$ cat config.mk
export PLATFORM = sky130hd
export DESIGN_NAME = pipe_hazard_ctrl_flat
export DESIGN_NICKNAME = d
export VERILOG_FILES = /design/src/rtl/pipe_hazard_ctrl_pkg.sv /design/src/rtl/pipe_hazard_ctrl_if.sv /design/src/rtl/pipe_hazard_ctrl_hzd_wait_timer.sv /design/src/rtl/pipe_hazard_ctrl.sv /design/src/flat_wrapper.sv
export SDC_FILE = /design/constraint.sdc
export NUM_CORES = 1
export LEC_CHECK = 0
export ABC_AREA = 1
export CAP_MARGIN = 20
export CORE_MARGIN = 3
export CORE_UTILIZATION = 42
export CTS_BUF_LIST = sky130_fd_sc_hd__clkbuf_8
export CTS_CLUSTER_DIAMETER = 60
export DETAILED_ROUTE_END_ITERATION = 6
export PLACE_DENSITY = 0.85
export RECOVER_POWER = 25
export SYNTH_ARGS = -nofsm -noshare
export SYNTH_HDL_FRONTEND = slang
export SYNTH_HIERARCHICAL = 1
export SYNTH_SLANG_ARGS = --single-unit
export TNS_END_PERCENT = 1
$ cat constraint.sdc
create_clock -name clk -period 1.6 [get_ports clk]
set_input_delay 0.4 -clock clk [delete_from_list [all_inputs] [get_ports clk]]
set_output_delay 0.4 -clock clk [all_outputs]
set_load 0.1 [all_outputs]
$ cat src/rtl/pipe_hazard_ctrl_pkg.sv
// Purpose: shared constants for the hazard controller (bus width, stage indices, states, bus patterns).
// Latency: n/a (declarations only).
// Backpressure: n/a.
package pipe_hazard_ctrl_pkg;

    localparam int NSTG = 5;

    typedef logic [NSTG-1:0] stg_bus_t;

    // Bus bit k corresponds to pipeline register k.
    localparam int STG_PC    = 0;
    localparam int STG_IFID  = 1;
    localparam int STG_IDEX  = 2;
    localparam int STG_EXMEM = 3;
    localparam int STG_MEMWB = 4;

    localparam logic [0:0] ST_RUN     = 1'b0;
    localparam logic [0:0] ST_DISCARD = 1'b1;

    // D-mem wait: freeze everything up to EX/MEM, bubble into MEM/WB.
    localparam stg_bus_t DW_STALL = 5'b01111;
    localparam stg_bus_t DW_FLUSH = 5'b10000;
    // Redirect: kill the wrong-path instructions in IF/ID and ID/EX.
    localparam stg_bus_t RD_FLUSH = 5'b00110;
    // Load-use: hold PC and IF/ID, bubble into ID/EX.
    localparam stg_bus_t LU_STALL = 5'b00011;
    localparam stg_bus_t LU_FLUSH = 5'b00100;

endpackage

$ cat src/rtl/pipe_hazard_ctrl_if.sv
// Purpose: pipeline-to-hazard-controller bundle (hazard inputs, stall/flush/err outputs).
// Latency: n/a (wires only).
// Backpressure: n/a; stall_o/flush_o are the backpressure towards the pipeline registers.
// Ports: master = pipeline side (drives hazard info, consumes buses); slave = controller.
interface pipe_hazard_ctrl_if;
    import pipe_hazard_ctrl_pkg::*;

    logic [4:0] id_r1;
    logic [4:0] id_r2;
    logic       id_use_r1;
    logic       id_use_r2;
    logic [4:0] ex_rd;
    logic       ex_mem_re;
    logic       ex_redirect;
    logic       imem_req;
    logic       imem_ack;
    logic       dmem_req;
    logic       dmem_ack;
    stg_bus_t   stall_o;
    stg_bus_t   flush_o;
    logic       err_o;

    modport master (
        output id_r1, id_r2, id_use_r1, id_use_r2, ex_rd, ex_mem_re, ex_redirect,
               imem_req, imem_ack, dmem_req, dmem_ack,
        input  stall_o, flush_o, err_o
    );

    modport slave (
        input  id_r1, id_r2, id_use_r1, id_use_r2, ex_rd, ex_mem_re, ex_redirect,
               imem_req, imem_ack, dmem_req, dmem_ack,
        output stall_o, flush_o, err_o
    );

endinterface

$ cat src/rtl/pipe_hazard_ctrl_hzd_wait_timer.sv
// Purpose: counts consecutive memory-wait cycles (saturating) and raises a sticky timeout flag.
// Latency: err_o registered; rises at the edge that closes the WAIT_MAX-th consecutive wait cycle.
// Backpressure: none; observes wait_i only.
// Ports: clk, rst_n (async active-low), wait_i (a wait is in progress this cycle), err_o (sticky).
module hzd_wait_timer #(
    parameter  int WAIT_MAX = 255,
    localparam int CW       = $clog2(WAIT_MAX + 1)
) (
    input  logic clk,
    input  logic rst_n,
    input  logic wait_i,
    output logic err_o
);

    logic [CW-1:0] cnt_q, cnt_d;
    logic          err_q, err_d;

    always_comb begin
        cnt_d = '0;
        if (wait_i) begin
            cnt_d = (cnt_q == CW'(WAIT_MAX)) ? cnt_q : cnt_q + CW'(1);
        end
        // Flag on the same edge the counter reaches the limit; only reset clears it.
        err_d = err_q | (cnt_d == CW'(WAIT_MAX));
    end

    always_ff @(posedge clk or negedge rst_n) begin
        if (!rst_n) begin
            cnt_q <= '0;
            err_q <= 1'b0;
        end else begin
            cnt_q <= cnt_d;
            err_q <= err_d;
        end
    end

    assign err_o = err_q;

endmodule

$ cat src/rtl/pipe_hazard_ctrl.sv
// Purpose: hazard/stall/flush controller for the 5-stage pipeline (load-use, redirect, I/D-mem waits).
// Latency: stall/flush combinational from state + inputs; state and timeout flag registered.
// Backpressure: stall_o holds registers, flush_o injects bubbles; D-mem wait dominates everything.
// Ports: clk, rst_n (async active-low), hz (slave modport: hazard inputs, stall_o/flush_o/err_o).
module pipe_hazard_ctrl
    import pipe_hazard_ctrl_pkg::*;
#(
    parameter int WAIT_MAX = 255
) (
    input  logic                 clk,
    input  logic                 rst_n,
    pipe_hazard_ctrl_if.slave    hz
);

    logic [0:0] state_q, state_d;
    stg_bus_t   stall_c, flush_c;
    logic       dmem_wait;
    logic       imem_wait;
    logic       load_use;
    logic       any_wait;

    always_comb begin
        dmem_wait = hz.dmem_req & ~hz.dmem_ack;
        load_use  = hz.ex_mem_re & (hz.ex_rd != 5'd0) &
                    ((hz.id_use_r1 & (hz.ex_rd == hz.id_r1)) |
                     (hz.id_use_r2 & (hz.ex_rd == hz.id_r2)));
        // In DISCARD the stale fetch is by definition in flight until its ack.
        imem_wait = (state_q == ST_DISCARD) ? ~hz.imem_ack : (hz.imem_req & ~hz.imem_ack);
        any_wait  = dmem_wait | imem_wait;

        stall_c = '0;
        flush_c = '0;
        state_d = state_q;

        if (state_q == ST_DISCARD) begin
            // PC already holds the redirect target; drop whatever the old fetch returns.
            stall_c[STG_PC]   = 1'b1;
            flush_c[STG_IFID] = 1'b1;
            if (dmem_wait) begin
                stall_c = stall_c | DW_STALL;
                flush_c = flush_c | DW_FLUSH;
            end
            if (hz.imem_ack) begin
                state_d = ST_RUN;
            end
        end else if (dmem_wait) begin
            // EX is frozen, so a redirect here is re-presented once the access completes.
            stall_c = DW_STALL;
            flush_c = DW_FLUSH;
        end else if (hz.ex_redirect) begin
            flush_c = RD_FLUSH;
            if (hz.imem_req & ~hz.imem_ack) begin
                state_d = ST_DISCARD;
            end
        end else begin
            if (load_use) begin
                stall_c = LU_STALL;
                flush_c = LU_FLUSH;
            end
            if (imem_wait) begin
                stall_c[STG_PC] = 1'b1;
                // A held IF/ID keeps its instruction; only bubble it when it is moving.
                if (!stall_c[STG_IFID]) begin
                    flush_c[STG_IFID] = 1'b1;
                end
            end
        end
    end

    always_ff @(posedge clk or negedge rst_n) begin
        if (!rst_n) begin
            state_q <= ST_RUN;
        end else begin
            state_q <= state_d;
        end
    end

    hzd_wait_timer #(
        .WAIT_MAX (WAIT_MAX)
    ) u_wait_timer (
        .clk    (clk),
        .rst_n  (rst_n),
        .wait_i (any_wait),
        .err_o  (hz.err_o)
    );

    // Buses forced quiet while reset is asserted, independent of the clock.
    assign hz.stall_o = rst_n ? stall_c : '0;
    assign hz.flush_o = rst_n ? flush_c : '0;

endmodule

$ cat src/flat_wrapper.sv
// flat-port wrapper written by rule: the top's interface ports become plain ports
module pipe_hazard_ctrl_flat import pipe_hazard_ctrl_pkg::*;
#(
    parameter int WAIT_MAX = 255
)
  (clk, rst_n, hz_id_r1, hz_id_r2, hz_id_use_r1, hz_id_use_r2, hz_ex_rd, hz_ex_mem_re, hz_ex_redirect, hz_imem_req, hz_imem_ack, hz_dmem_req, hz_dmem_ack, hz_stall_o, hz_flush_o, hz_err_o);
  pipe_hazard_ctrl_if hz_i ();
  input  logic clk;
  input  logic rst_n;
  input wire logic [$bits(hz_i.id_r1)-1:0] hz_id_r1;
  input wire logic [$bits(hz_i.id_r2)-1:0] hz_id_r2;
  input wire logic [$bits(hz_i.id_use_r1)-1:0] hz_id_use_r1;
  input wire logic [$bits(hz_i.id_use_r2)-1:0] hz_id_use_r2;
  input wire logic [$bits(hz_i.ex_rd)-1:0] hz_ex_rd;
  input wire logic [$bits(hz_i.ex_mem_re)-1:0] hz_ex_mem_re;
  input wire logic [$bits(hz_i.ex_redirect)-1:0] hz_ex_redirect;
  input wire logic [$bits(hz_i.imem_req)-1:0] hz_imem_req;
  input wire logic [$bits(hz_i.imem_ack)-1:0] hz_imem_ack;
  input wire logic [$bits(hz_i.dmem_req)-1:0] hz_dmem_req;
  input wire logic [$bits(hz_i.dmem_ack)-1:0] hz_dmem_ack;
  output wire logic [$bits(hz_i.stall_o)-1:0] hz_stall_o;
  output wire logic [$bits(hz_i.flush_o)-1:0] hz_flush_o;
  output wire logic [$bits(hz_i.err_o)-1:0] hz_err_o;
  assign hz_i.id_r1 = hz_id_r1;
  assign hz_i.id_r2 = hz_id_r2;
  assign hz_i.id_use_r1 = hz_id_use_r1;
  assign hz_i.id_use_r2 = hz_id_use_r2;
  assign hz_i.ex_rd = hz_ex_rd;
  assign hz_i.ex_mem_re = hz_ex_mem_re;
  assign hz_i.ex_redirect = hz_ex_redirect;
  assign hz_i.imem_req = hz_imem_req;
  assign hz_i.imem_ack = hz_imem_ack;
  assign hz_i.dmem_req = hz_dmem_req;
  assign hz_i.dmem_ack = hz_dmem_ack;
  assign hz_stall_o = hz_i.stall_o;
  assign hz_flush_o = hz_i.flush_o;
  assign hz_err_o = hz_i.err_o;
  pipe_hazard_ctrl #(.WAIT_MAX(WAIT_MAX)) u_core (.clk(clk), .rst_n(rst_n), .hz(hz_i));
endmodule
* After elaboration in Yosys (flattened, before gate mapping)
Cells that the tools add are included.
** Word-level totals
- Register bits :: 10
- Bits of input ports :: 25
- Output and inout port bits :: 11
- Word-level logic and storage cells :: 46
** Cells by class
- $add $sub $neg :: 1
- Eq/ne operators :: 4
- Multiplexer cells :: 26
- Bitwise logic cells :: 11
- Reductions and logical operators :: 1
** Operators by type and width (count)
- $mux 5 :: 12
- $eq 8x8->1 const B :: 2
- $mux 8 :: 2
- $eq 5x5->1 :: 2
- $mux 1 :: 9
- $add 8x1->8 const B :: 1
- $and 1x1->1 :: 6
- $reduce_bool 5->1 :: 1
- $mux 4 :: 1
- $mux 3 :: 1
- $or 1x1->1 :: 3
- $mux 2 :: 1
- $not 1->1 :: 2

* Logic depth before layout (Yosys ltp)
Gate-level depths: netlist (run 1).
- Depth in word-level cells :: 14
- Gate-level depth with buffers :: 11
- Depth with buffers taken out :: 11

* Cells and area by module
The synthesis (run 1) kept the hierarchy.
** By module, submodules not included
- hzd_wait_timer :: instances 1, cells each 76, area an instance 563.0 um^2, sequential area each 225.2 um^2
- pipe_hazard_ctrl :: instances 1, cells each 88, area an instance 396.6 um^2, sequential area each 25.0 um^2

* Worst setup path after synthesis (run 1)
OpenSTA, ideal clock, no wires.
- Path type :: input to output
- Start point :: input port hz_dmem_req
- End point :: output port hz_stall_o[2]
- Data arrival time :: 2.412 ns
- Required time :: 1.200 ns
- Slack :: -1.212 ns
- Stages :: 5
- Buffers on the path :: 1
- Path through :: inv_1 nor2_1 inv_1 nor2_1 buf_4
** Between the ends
- Cells in the longest elaborated chain, start to end :: 4
- Elaborated cells between the ends (all ways) :: 5
- Those cells by class :: mux (4); bitwise (1)
** RTL lines
- from (decl) :: RTL line flat_wrapper.sv:19 : input wire logic [$bits(hz_i.dmem_req)-1:0] hz_dmem_req;
- $and 1x1->1 * :: RTL line pipe_hazard_ctrl.sv:23 : dmem_wait = hz.dmem_req & ~hz.dmem_ack;
- $mux 5 / $mux 4 (equally long branches) :: RTL line pipe_hazard_ctrl.sv:46, pipe_hazard_ctrl.sv:39
- $mux 5 * :: RTL line pipe_hazard_ctrl.sv:35 : if (state_q == ST_DISCARD) begin
- $mux 5 * :: RTL line pipe_hazard_ctrl.sv:88 : assign hz.stall_o = rst_n ? stall_c : '0;
- to (decl) :: RTL line flat_wrapper.sv:21 : output wire logic [$bits(hz_i.stall_o)-1:0] hz_stall_o;
Mark *: on every way between the ends. The rest lies on a longest branch, timed or not.

* Worst setup path after layout (run 1)
- Start point :: input port hz_ex_rd[0]
- End point :: output port hz_stall_o[0]
** Between the ends
- Cells in the longest elaborated chain, start to end :: 13
- Elaborated cells between the ends (all ways) :: 17
- Those cells by class :: eq/ne (2); mux (9); bitwise (5); reduce/logical (1)
** RTL lines
- from (decl) :: RTL line flat_wrapper.sv:14 : input wire logic [$bits(hz_i.ex_rd)-1:0] hz_ex_rd;
- $eq 5x5->1 (on tied branches) :: RTL line pipe_hazard_ctrl.sv:25, pipe_hazard_ctrl.sv:26
- $and 1x1->1 (on tied branches) :: RTL line pipe_hazard_ctrl.sv:25, pipe_hazard_ctrl.sv:26
- $or 1x1->1 :: RTL line pipe_hazard_ctrl.sv:25 : ((hz.id_use_r1 & (hz.ex_rd == hz.id_r1)) |
- $and 1x1->1 * :: RTL line pipe_hazard_ctrl.sv:24 : load_use = hz.ex_mem_re & (hz.ex_rd != 5'd0) &
- $mux 2 * :: RTL line pipe_hazard_ctrl.sv:56 : if (load_use) begin
- $mux 5 * :: RTL line pipe_hazard_ctrl.sv:50 : end else if (hz.ex_redirect) begin
- $mux 5 * :: RTL line pipe_hazard_ctrl.sv:46 : end else if (dmem_wait) begin
- $mux 5 * :: RTL line pipe_hazard_ctrl.sv:35
- $mux 1 * :: RTL line pipe_hazard_ctrl.sv:60 : if (imem_wait) begin
- $mux 5 * :: RTL line pipe_hazard_ctrl.sv:50
- $mux 5 * :: RTL line pipe_hazard_ctrl.sv:46
- $mux 5 * :: RTL line pipe_hazard_ctrl.sv:35
- $mux 5 * :: RTL line pipe_hazard_ctrl.sv:88
Mark *: on every way between the ends. The rest lies on a longest branch, timed or not. The select of a mux whose other input is x is not followed.

==> results.py, run 1 <==
metrics = {
    "cells_and_area": {
        "nNetsFinal": 233,
        "multi_input_area_um2": 681,
        "drive_above_1_share": 0.417,
        "register_area_um2": 250,
        "area_growth_pct": 71.6,
        "n_antenna_cell": 0,
        "final_util": 0.799,
        "fillerInstances": 123,
    },
    "clock_network": {
        "clk_pin_slew_worst_paths_ps": 50,
        "clock_latency_ps": 230,
        "htree_levels": 1,
        "clockBufferDepth": 2,
        "cts.sinks": 10,
        "tritoncts": "done",
        "clockRootBuffer": "clkbuf_8",
        "numCtsBuffers": 3,
        "ctsHoldBuffers": 0,
    },
    "yosys": {
        "synth_xor_area_frac": 0.00913,
        "synth-seq-area-share": 0.261,
        "ys_ff_latch": 10,
        "post-synth-top-count-cell": "nand2_1",
        "synthSimpleGateAreaFrac": 0.452,
        "yosys.area_share.adder": 0.0130,
        "ys_top_cells_by_area": "dfrtp_1 (26%), nand2_1 (22%), inv_1 (11%)",
        "ys.flop_type": "dfrtp_1",
        "syn_avg_cell_area_um2": 5.85,
        "synth_top_area_share": 0.261,
        "synth_commonest_cells": "nand2_1 (56), inv_1 (28), nor2_1 (20), dfrtp_1 (10), nand3_1 (9)",
        "syn_inst": 164,
        "syn_area_um2": 960,
        "synth-async-reset-ratio": 1.00,
        "synth_top_family_by_area": "simple AND/OR/NAND/NOR gates",
        "synth_compound_gate_area_share": 0.0926,
        "synth_mux_area_frac": 0,
        "synth_cell_types": 23,
        "yosys.area.top_type": "dfrtp_1",
        "synth_edf_count": 0,
        "synth_warnings": 6,
    },
    "place": {
        "port_buffers": 32,
        "gp_congestion": 0.834,
        "dp_hpwl_um": 2250,
    },
    "pwr": {
        "ir_worst_vdd_uv": 522,
        "sw_frac_of_total": 0.366,
        "total_power_mw": 1.02,
        "p_int_uw": 645,
        "seq_power_share": 0.271,
        "power_leakage_nw": 0.843,
        "p_comb_frac": 0.422,
        "switching_power_uw": 373,
        "pwr-share-clk": 0.308,
        "power_density_nw_per_um2": 618,
    },
    "floorplanning": {
        "coreArea_um2": 2060,
        "die_y_um": 53.8,
        "dieArea_um2": 2890,
        "io_pins": 36,
        "die_w_um": 53.8,
        "initial_utilization": 0.465,
        "rows": 16,
    },
    "worst_setup_path": {
        "crit_fanout": 4,
        "worstSetupPathType": "primary input to output port",
        "cp-start-kind": "primary input",
        "required_ps": 1200,
        "arrival_ps": 1550,
        "crit_path_end_kind": "output port",
    },
    "routing": {
        "wire_per_inst_um": 14.2,
        "vias": 1186,
        "dr.pass1.iters": 5,
        "final_antenna_net_count": 0,
        "drt-total-wl_um": 3300,
        "drc": 0,
        "drt_iter0_markers": 27,
        "via_per_inst": 5.09,
    },
    "global_route": {
        "track_usage": 0.237,
        "grt_pass1_vias": 1142,
        "grt_overflow_total": 0,
        "grt_max_degree": 10,
        "antenna_found_initial": 0,
        "grt_pass1_wl_um": 5000,
    },
    "status": {
        "violations": "setup timing",
        "status": "finished, violations left",
    },
    "timing": {
        "setup_viol": 5,
        "rsz0062_at_grt": "true",
        "layout_setup_ws_ps": -355,
        "whs_ps": 321,
        "hold_viol_final": 0,
        "finalClockSkew_ps": 0.977,
        "fin_crit_sh": 1.22,
        "min_period_ps": 1950,
        "fmax_mhz": 512,
        "slew_viol_final": 0,
    },
    "flow_run": {
        "max_cap_viol_count": 0,
    },
    "min_path": {
        "hold_class": "primary input to asynchronous set/reset pin",
    },
}
[cell families (layout without fill, tap and decap cells)]
family	after synthesis	after routing
adder cells (fa/ha/maj)	1	1
AND/OR/NAND/NOR	99	99
buffers and inverters	36	76
XOR/XNOR	1	1
other	1	3
AO/OA/AOI/OAI	16	16
flip-flops	10	10
[power by group through the flow]
stage	combinational, mW	sequential, mW	clock [mW]
after detailed placement	0.393	0.278	0
final	0.429	0.276	0.313
after global placement	0.382	0.277	0
after CTS	0.399	0.275	0.316
after global routing	0.454	0.277	0.331
after floorplan	0.238	0.278	0
[critical path, stage by stage]
cell and delay (ps):
buf_12 90, inv_12 30, nand2_1 60, nand2_1 50, nor2_1 150, nand3_2 110
nand2_2 90, nand2_4 60, nand2_2 70, nand2_2 60, a21oi_4 180, buf_12 190
[state kept, by name, summed over array words and instances (netlist names)]
name                       cells
u_core/u_wait_timer/err_o      1
u_core/u_wait_timer/cnt_q      8
u_core/state_q                 1
[worst paths after layout]
kind | start | to | slack [ps] | cells after the start
max | hz_ex_rd[0] | hz_stall_o[0] | -350 | 12
min | rst_n | u_core/u_wait_timer/err_o | 320 | 2
max reg2reg | u_core/u_wait_timer/cnt_q[1] | u_core/u_wait_timer/err_o | -20 | 9
min reg2reg | u_core/u_wait_timer/err_o | u_core/u_wait_timer/err_o | 560 | 2
max in group asynchronous | rst_n | u_core/u_wait_timer/cnt_q[1] | 1050 | 2
min in group clk | u_core/u_wait_timer/err_o | u_core/u_wait_timer/err_o | 560 | 2
[metrics by stage]
| step | instances | area (um2) | worst slack (ps) | TNS (ps) |
|---|---|---|---|---|
| after global placement | 228 | 1510 | -810 | -5450 |
| after detailed placement | 228 | 1510 | -848 | -6510 |
| after CTS | 233 | 1580 | -281 | -1060 |
| after floorplan | 166 | 1070 | -341 | -1620 |
| after global routing | 233 | 1650 | -414 | -1800 |
| final | 233 | 1650 | -355 | -1370 |
[area by class of cell]
type	count	area share
multi-input cells	120	0.413
repair buffers	42	0.288
flip-flops and latches	10	0.152
inverters	30	0.0927
clock buffers	4	0.0334
well taps	27	0.0205
[per-layer routing]
metal | routed length, um | track usage | share of wire | vias to the layer above
met5 | 0 | 0 | 0 | -
met4 | 81 | 0.0851 | 0.025 | 0
met3 | 238 | 0.0526 | 0.072 | 12
met2 | 1760 | 0.429 | 0.53 | 62
met1 | 1220 | 0.269 | 0.37 | 536
li1 | - | - | - | 576
[cell usage in the layout (no fill, tap or decap), drive strengths merged, types with 2 or more instances in the layout]
master / instances
nand2: 62
buf: 34
inv: 30
nor2: 26
dfrtp: 10
nand3: 9
a21oi: 7
clkbuf: 6
o21ai: 6
conb: 3
clkdlybuf4s50: 2
clkdlybuf4s15: 2
dlygate4sd2: 2
[what timing repair did]
action / CTS / global route
gates cloned: 0 / 0
setup endpoints to repair: 10 / 8
buffers inserted: 1 / 0
pin swaps: 29 / 17
resized for setup: 108 / 25
Note: power is estimated with default switching activity, not from simulation.
==> run 2, diff against run 1 <==
- REMOVE_ABC_BUFFERS: not set -> 1
==> run 2 against run 1 <==
  * The flow still finishes with violations (setup timing)
  * Critical path depth shrank 2
  * Non-clock buffer count stayed put
  * Routed wire length down 11%
  * Count of clock-buffer cells in the layout unchanged
  * Worst hold slack improved by 170 ps
  * Worst setup slack improved by 5.1 ps
  * Combinational power is 5.6% lower
  * Utilization decreased by 3.0 points
  * Power decreased by 2.4%
  * Critical path type unchanged
  * Largest power group unchanged
==> results.py, run 2 (synthesis results as in run 1) <==
metrics = {
    "status": {
        "violations": "setup timing",
        "status": "finished, violations left",
    },
    "cells_and_area": {
        "n_antenna_cell": 0,
        "largest_reg_flops": 8,
        "layout_commonest_cell": "nand2_1",
        "fillerInstances": 137,
        "final_util": 0.768,
        "final_cell_mix": "nand2_1 (47), inv_1 (19), nor2_1 (15)",
        "drive_above_1_share": 0.408,
        "max_flop_register": "u_core/u_wait_timer/cnt_q",
        "nNetsFinal": 233,
        "area_growth_pct": 65.1,
        "fin_area_um2": 1580,
    },
    "pwr": {
        "p_int_uw": 641,
        "pwr-share-clk": 0.314,
        "seq_power_share": 0.278,
        "power_density_nw_per_um2": 627,
        "p_comb_frac": 0.408,
        "switching_power_uw": 352,
        "sw_frac_of_total": 0.355,
        "power_leakage_nw": 0.830,
        "ir_worst_vdd_uv": 355,
    },
    "flow_run": {
        "max_cap_viol_count": 0,
    },
    "worst_setup_path": {
        "r2r-end": "u_core/u_wait_timer/err_o",
        "worstSetupPathType": "primary input to output port",
        "reg2reg_from": "u_core/u_wait_timer/cnt_q[1]",
        "reg2regPathDepth": 11,
        "crit_path_end_kind": "output port",
        "rrSetupSlack_ps": 80,
        "required_ps": 1200,
        "cp-start-kind": "primary input",
        "arrival_ps": 1550,
        "crit_fanout": 4,
    },
    "timing": {
        "setup_viol": 7,
        "relSlewSlack": 0.656,
        "fin_crit_sh": 1.22,
        "min_period_ps": 1950,
        "whs_ps": 486,
        "tightest_slew_ps": 515,
        "fmax_mhz": 513,
        "slew_viol_final": 0,
        "rsz0062_at_grt": "true",
        "layout_setup_ws_ps": -350,
        "finalClockSkew_ps": 2.67,
        "hold_viol_final": 0,
    },
    "global_route": {
        "grt_pass1_vias": 1143,
        "grt_max_degree": 11,
        "antenna_found_initial": 0,
        "met3_usage": 0.0471,
        "met2_usage": 0.387,
        "use_met1": 0.220,
        "grt_pass1_wl_um": 4420,
        "grt_overflow_total": 0,
        "top_usage_layer": "met2",
        "track_usage": 0.208,
    },
    "clock_network": {
        "clk_pin_slew_worst_paths_ps": 50,
        "htree_levels": 1,
        "clock_latency_ps": 230,
        "ctsHoldBuffers": 0,
        "tritoncts": "done",
        "clockRootBuffer": "clkbuf_8",
        "numCtsBuffers": 3,
        "clockBufferDepth": 2,
        "cts.sinks": 10,
    },
    "floorplanning": {
        "initial_utilization": 0.465,
        "die_w_um": 53.8,
        "coreArea_um2": 2060,
        "io_pins": 36,
        "dieArea_um2": 2890,
        "die_y_um": 53.8,
        "rows": 16,
    },
    "routing": {
        "drc": 0,
        "final_antenna_net_count": 0,
        "vias": 1128,
        "dr.pass1.iters": 5,
        "drt_iter0_markers": 27,
        "wire_per_inst_um": 12.7,
        "via_per_inst": 4.84,
        "drt-total-wl_um": 2950,
    },
    "place": {
        "placed_area_um2": 1410,
        "dp_hpwl_um": 2080,
        "port_buffers": 32,
        "gp_congestion": 0.804,
    },
    "min_path": {
        "hold_class": "primary input to asynchronous set/reset pin",
    },
}
-- run 2: cell count changes in the layout (fill, tap and decap cells not counted), moves of 2 or more --
cell and delta:
a21oi_2 +2, a21oi_4 -2, buf_2 -3, clkbuf_2 +3
clkdlybuf4s15_1 -2, inv_2 +3, nand2_1 +4, nand2_2 -3
nor2_4 -2
-- run 2: power groups by stage --
stage	Clock, mW	Sequential (mW)	Combinational [mW]
after floorplan	0	0.278	0.198
after global placement	0	0.278	0.347
after detailed placement	0	0.278	0.357
after CTS	0.322	0.275	0.372
after global routing	0.331	0.278	0.429
final	0.312	0.276	0.405
-- run 2: worst max path at each step --
| stage | start | slack, ps | cells after the start | endpoint |
|---|---|---|---|---|
| finish | hz_ex_rd[2] | -350 | 10 | hz_flush_o[1] |
| detailed placement | hz_ex_rd[3] | -760 | 12 | hz_stall_o[0] |
| global route | hz_ex_rd[2] | -410 | 10 | hz_flush_o[1] |
| global placement | hz_ex_rd[3] | -690 | 12 | hz_stall_o[0] |
| floorplan | hz_dmem_req | -3080 | 4 | hz_flush_o[4] |
| CTS | hz_ex_rd[0] | -310 | 11 | hz_stall_o[0] |
-- run 2: layer usage --
layer  wire, um  up-vias
met2       1620       45
met1       1130      506
met4         25        0
met5          0        -
met3        170        6
li1           -      571
-- run 2: final cells by class --
type	count	area (um2)	area share
Tap cell	27	33.8	0.0213
Sequential cell	10	250	0.158
Inverter	30	130	0.0821
Timing Repair Buffer	42	483	0.305
Multi-Input combinational cell	120	632	0.399
Clock buffer	4	55.1	0.0348
-- run 2: worst max-delay path, stage by stage --
cell,delay [ps]
buf_8,100
inv_4,50
buf_4,90
nand4_1,80
o21ai_1,130
inv_1,80
nand2_2,120
nand2_1,90
a21oi_2,190
buf_12,200
-- run 2: what timing repair did --
item / 4_1_cts / 5_1_grt
endpoints found under the setup margin: 8 / 8
setup buffers: 2 / 1
pin swaps: 30 / 23
cloned: 0 / 0
gates resized for setup: 109 / 32
hold endpoints to repair: 0 / 0
-- run 2: stage by stage --
stage / std cells / power, mW / worst slack [ps] / TNS (ps)
after floorplan: 160 / 0.476 / -3080 / -13210
after global placement: 226 / 0.625 / -685 / -4010
after detailed placement: 226 / 0.635 / -756 / -4400
after CTS: 232 / 0.969 / -306 / -968
after global routing: 233 / 1.04 / -412 / -1990
final: 233 / 0.994 / -350 / -1570
